--- src/rtl/cp0_reg.sv ---
// MIPS coprocessor-0 register file: Count/Compare timer, Status, Cause, EPC, PRId, Config.
// Handles software writes, exception/eret side effects and a combinational mfc0 read port.
module cp0_reg #(
    parameter logic [31:0] PRID_VALUE   = 32'h004C0102,
    parameter logic [31:0] CONFIG_VALUE = 32'h00008000
) (
    input  logic        clk,
    input  logic        rst,
    input  logic        we_i,
    input  logic [4:0]  waddr_i,
    input  logic [31:0] data_i,
    input  logic [4:0]  raddr_i,
    input  logic [5:0]  int_i,
    input  logic [31:0] excepttype_i,
    input  logic [31:0] current_inst_addr_i,
    input  logic        is_in_delayslot_i,
    output logic [31:0] data_o,
    output logic [31:0] count_o,
    output logic [31:0] compare_o,
    output logic [31:0] status_o,
    output logic [31:0] cause_o,
    output logic [31:0] epc_o,
    output logic [31:0] config_o,
    output logic [31:0] prid_o,
    output logic        timer_int_o
);
    localparam logic [4:0]  REG_COUNT   = 5'd9;
    localparam logic [4:0]  REG_COMPARE = 5'd11;
    localparam logic [4:0]  REG_STATUS  = 5'd12;
    localparam logic [4:0]  REG_CAUSE   = 5'd13;
    localparam logic [4:0]  REG_EPC     = 5'd14;
    localparam logic [4:0]  REG_PRID    = 5'd15;
    localparam logic [4:0]  REG_CONFIG  = 5'd16;
    // Software-writable Cause bits: IV, WP, IP[9:8]
    localparam logic [31:0] CAUSE_WMASK = 32'h00C00300;

    logic [31:0] count_q, count_d, compare_q, compare_d, status_q, status_d;
    logic [31:0] cause_q, cause_d, epc_q, epc_d, prid_q, prid_d, config_q, config_d;
    logic        timer_q, timer_d;
    logic        wr_count, wr_compare, wr_status, wr_cause, wr_epc;
    logic [31:0] cause_wr_val;
    logic        exc_valid;
    logic [4:0]  exc_code;

    always_comb begin
        wr_count     = we_i && (waddr_i == REG_COUNT);
        wr_compare   = we_i && (waddr_i == REG_COMPARE);
        wr_status    = we_i && (waddr_i == REG_STATUS);
        wr_cause     = we_i && (waddr_i == REG_CAUSE);
        wr_epc       = we_i && (waddr_i == REG_EPC);
        cause_wr_val = (cause_q & ~CAUSE_WMASK) | (data_i & CAUSE_WMASK);

        exc_valid = 1'b1;
        exc_code  = 5'd0;
        case (excepttype_i)
            32'h1:   exc_code = 5'd0;
            32'h8:   exc_code = 5'd8;
            32'ha:   exc_code = 5'd10;
            32'hd:   exc_code = 5'd13;
            32'hc:   exc_code = 5'd12;
            default: exc_valid = 1'b0;
        endcase
    end

    always_comb begin
        count_d   = wr_count ? data_i : count_q + 32'd1;
        compare_d = wr_compare ? data_i : compare_q;
        status_d  = wr_status ? data_i : status_q;
        cause_d   = wr_cause ? cause_wr_val : cause_q;
        epc_d     = wr_epc ? data_i : epc_q;
        prid_d    = PRID_VALUE;
        config_d  = CONFIG_VALUE;

        timer_d = timer_q;
        if (wr_compare)
            timer_d = 1'b0;
        else if (compare_q != 32'd0 && count_q == compare_q)
            timer_d = 1'b1;

        cause_d[15:10] = int_i;

        // Exception side effects are applied last so they override a same-cycle write.
        if (exc_valid) begin
            if (!status_q[1]) begin
                epc_d       = is_in_delayslot_i ? current_inst_addr_i - 32'd4 : current_inst_addr_i;
                cause_d[31] = is_in_delayslot_i;
            end
            status_d[1]   = 1'b1;
            cause_d[6:2]  = exc_code;
        end else if (excepttype_i == 32'he) begin
            status_d[1] = 1'b0;
        end
    end

    always_ff @(posedge clk) begin
        if (rst) begin
            count_q   <= 32'd0;
            compare_q <= 32'd0;
            status_q  <= 32'h10000000;
            cause_q   <= 32'd0;
            epc_q     <= 32'd0;
            prid_q    <= PRID_VALUE;
            config_q  <= CONFIG_VALUE;
            timer_q   <= 1'b0;
        end else begin
            count_q   <= count_d;
            compare_q <= compare_d;
            status_q  <= status_d;
            cause_q   <= cause_d;
            epc_q     <= epc_d;
            prid_q    <= prid_d;
            config_q  <= config_d;
            timer_q   <= timer_d;
        end
    end

    // mfc0 read forwards a same-cycle write so the reader sees the post-write value.
    always_comb begin
        case (raddr_i)
            REG_COUNT:   data_o = wr_count ? data_i : count_q;
            REG_COMPARE: data_o = wr_compare ? data_i : compare_q;
            REG_STATUS:  data_o = wr_status ? data_i : status_q;
            REG_CAUSE:   data_o = wr_cause ? cause_wr_val : cause_q;
            REG_EPC:     data_o = wr_epc ? data_i : epc_q;
            REG_PRID:    data_o = prid_q;
            REG_CONFIG:  data_o = config_q;
            default:     data_o = 32'd0;
        endcase
    end

    assign count_o     = count_q;
    assign compare_o   = compare_q;
    assign status_o    = status_q;
    assign cause_o     = cause_q;
    assign epc_o       = epc_q;
    assign config_o    = config_q;
    assign prid_o      = prid_q;
    assign timer_int_o = timer_q;
endmodule
--- config.mk ---
export PLATFORM = sky130hd
export DESIGN_NAME = cp0_reg
export DESIGN_NICKNAME = d
export VERILOG_FILES = /design/src/rtl/cp0_reg.sv
export SDC_FILE = /design/constraint.sdc
export NUM_CORES = 1
export LEC_CHECK = 0
export BUFFER_PORTS_ARGS = -buffer_cell sky130_fd_sc_hd__buf_2
export CORE_AREA = 2 2 144 146
export CTS_CLUSTER_SIZE = 16
export DETAILED_ROUTE_END_ITERATION = 7
export DIE_AREA = 0 0 146 148
export MAX_ROUTING_LAYER = met4
export PLACE_DENSITY = 0.82
export SLEW_MARGIN = 10
export SYNTH_ARGS = -nofsm -noshare
export SYNTH_HDL_FRONTEND = slang
export SYNTH_SLANG_ARGS = --single-unit
--- constraint.sdc ---
create_clock -name clk -period 2.5 [get_ports clk]
set_input_delay 0.5 -clock clk [delete_from_list [all_inputs] [get_ports clk]]
set_output_delay 0.5 -clock clk [all_outputs]
set_load 0.05 [all_outputs]
==> results.json <==
{
  "maxSlewViolCount": 0,
  "track_usage": 0.3402,
  "seq_area_frac_synth": 0.3144,
  "nets": 1592,
  "fillCellCount": 1478,
  "yosysUniqueCellTypes": 65,
  "worstPathRequired_ns": 2.00,
  "worst_hold_path.endpoint": "cause_o[12]$_SDFF_PP0_",
  "timing.rr.end": "count_o[27]$_SDFF_PP0_",
  "wire_per_inst_um": 22.21,
  "register_area_um2": 2883,
  "synth_area_per_cell_um2": 8.800,
  "std_cell_rows": 52,
  "ctsLongestPathBuffers": 2,
  "grt_antenna_before_repair": 2,
  "fin_ws_ns": -0.3626,
  "clock_sinks": 144,
  "ys_ff_latch": 144,
  "cts_max_level": 4,
  "ant_nets": 0,
  "root_buffer": "clkbuf_16",
  "grt_overflow_total": 0,
  "finalSetupTns_ns": -9.093,
  "period_minus_slack_ns": 2.863,
  "violations": "setup timing",
  "drc": 0,
  "tightest_slew_ns": 0.5877,
  "p_leak_uw": 0.006016,
  "crit_chain": "buf_8 > or4_4 > buf_4 > buf_12 > mux2i_1 > mux2i_2 > a21o_2 > buf_8",
  "syn_inst": 1042,
  "grt_pass1_vias": 9152,
  "synth-edff-count": 0,
  "dp_slack_ns": -0.4440,
  "drt_first_pass_iters": 5,
  "die-area_um2": 21610,
  "final-hold-violation-count": 0,
  "crit_buf_inv": 4,
  "max_freq_ghz": 0.3493,
  "die_x_um": 146,
  "syn_to_final_growth_pct": 50.14,
  "critPathTopFamily": "simple AND/OR/NAND/NOR gates",
  "path_common_cell": "buf_8",
  "skew_ns": 0.007589,
  "viasPerCell": 5.741,
  "start_util": 0.4576,
  "grt_pass1_wl_um": 55020,
  "path_clk_slew_ns": 0.06,
  "fp.coreArea_um2": 20040,
  "slew-limit-headroom": 0.6082,
  "holdCritPathClass": "in -> reg",
  "final.period_utilization": 1.145,
  "cts_hold_buf": 0,
  "multi_input_area_um2": 6357,
  "crit_path_top_delay_cell": "or4_4",
  "status": "complete, but fails checks",
  "grt_max_degree": 48,
  "worst_r2r_path_depth": 6,
  "powerDensity_nw_per_um2": 451.9,
  "gp_congestion": 1.001,
  "rsz0062_at_grt": "true",
  "ys.flop_type": "dfxtp_1",
  "slowest_delay_ns": 0.63,
  "ios": 373,
  "drtIter0Drc": 1225,
  "cts_tree": "built",
  "path_class": "in -> out",
  "yosys_warnings": 0,
  "via_count": 10098,
  "die_h_um": 148,
  "clock_latency_ns": 0.44,
  "port_buffers": 291,
  "rrSetupSlack_ns": 0.36,
  "tritoncts.num_buffers": 17,
  "layout-drive-gt1-share": 0.4499,
  "timing.rr.start": "count_o[8]$_SDFF_PP0_",
  "crit_path_start_kind": "primary input",
  "async_flop_share": 0,
  "worst_setup_path_end_kind": "output pin",
  "cp.arrival_ns": 2.36,
  "ir_worst_vdd_v": 0.0003374,
  "hold_depth": 2,
  "synth_area_um2": 9170,
  "hpwl_um": 27400,
  "maxCapViolations": 0,
  "utilization": 0.6871,
  "cp_max_fo": 7,
  "finalSetupViolCount": 32,
  "min-delay-start": "int_i[2]",
  "drt-total-wl_um": 39070
}
-- how the worst max path moves through the flow --
stage	from	to	slack (ns)	cells after the start
finish	waddr_i[4]	data_o[21]	-0.36	8
global placement	waddr_i[4]	data_o[17]	-0.41	8
floorplan	raddr_i[2]	data_o[4]	-0.05	5
detailed placement	waddr_i[4]	data_o[12]	-0.44	8
global route	we_i	data_o[13]	-0.40	8
CTS	waddr_i[4]	data_o[14]	-0.32	7
-- synth_stat cells, drive strengths merged (3+ instances only) --
master	n	area [um2]
mux2i	152	1521
dfxtp	144	2883
buf	111	800.8
nor2	109	409.1
xnor2	56	490.5
nand2	44	165.2
a211oi	43	327.8
clkbuf	38	142.6
a21oi	34	204.0
nor4	34	257.8
nor2b	29	181.4
nand3	26	135.1
o22ai	24	150.1
nand4	22	150.1
xor2	21	183.9
nor3	17	85.08
or2	14	87.58
a221o	12	120.1
a21o	10	75.07
or3	9	56.30
a211o	8	70.07
nand2b	7	43.79
inv	6	22.52
o21ai	6	48.79
a31oi	5	31.28
and3	5	31.28
mux2	4	45.04
nand4b	4	35.03
o21a	4	30.03
or4	4	30.03
and4	3	26.28
nor4b	3	41.29
o21bai	3	22.52
o31a	3	26.28
-- layout by cell type (no fill, tap or decap), drive strengths merged, types with 24 or more instances in the layout --
cell type,n
buf,482
mux2i,152
dfxtp,144
nor2,109
conb,81
xnor2,56
nand2,44
a211oi,43
nor4,34
a21oi,34
nor2b,29
nand3,26
o22ai,24
-- per-layer routing --
metal / track usage / share of wire
met3: 0.07809 / 0.10
met5: - / 0
met1: 0.4412 / 0.40
met2: 0.5104 / 0.45
met4: 0.1466 / 0.054
-- cells by family after synthesis --
family | count (synthesis) | synth area share
fa+ha+maj | 2 | 0.002728
other cells | 2 | 0.0008190
mux | 156 | 0.1708
flops | 144 | 0.3144
buf+inv | 155 | 0.1053
compound gates | 167 | 0.1344
simple gates | 339 | 0.1980
xor+xnor | 77 | 0.07354
-- state kept, by name (all words and copies together), names as in the netlist --
signal,count
count_o,32
epc_o,32
cause_o,15
status_o,32
compare_o,32
timer_int_o,1
-- worst register-to-register path, cell delays in order (launching register included) --
cell     delay [ns]
dfxtp_1        0.50
nand4_2        0.23
nor4_4         0.38
buf_4          0.23
nand4_2        0.19
or3_1          0.36
a31oi_1        0.18
-- repair_timing --
item	CTS	global route
pin swaps	11	17
setup buffers	21	23
resized for setup	137	94
setup endpoints to repair	32	32
cloned	5	1
-- through the flow --
step / hold slack (ns) / cell area [um2] / total power (uW) / cells
2_1_floorplan: 0.6282 / 9540 / 3115 / 1121
3_3_place_gp: 0.4523 / 11650 / 3346 / 1678
3_5_place_dp: 0.4702 / 11650 / 3354 / 1678
4_1_cts: 0.2574 / 13140 / 6153 / 1736
5_1_grt: 0.2697 / 13770 / 6362 / 1759
6_report: 0.2685 / 13770 / 6222 / 1759
-- power breakdown --
group | switching, uW | internal (uW) | leakage [uW]
clock network | 1070 | 1720 | 0.000313
logic | 758 | 308 | 0.00454
registers | 39.3 | 2320 | 0.00116
total | 1870 | 4350 | 0.00602
-- final cells by class --
cell class / count / area share
Multi-Input combinational cell: 822 / 0.4617
Timing Repair Buffer: 483 / 0.2559
Sequential cell: 144 / 0.2094
Clock buffer: 19 / 0.03290
Tap cell: 270 / 0.02454
Clock inverter: 13 / 0.01354
Inverter: 6 / 0.001636
Antenna cell: 2 / 0.0003635
(Power assumes the default switching activity.)
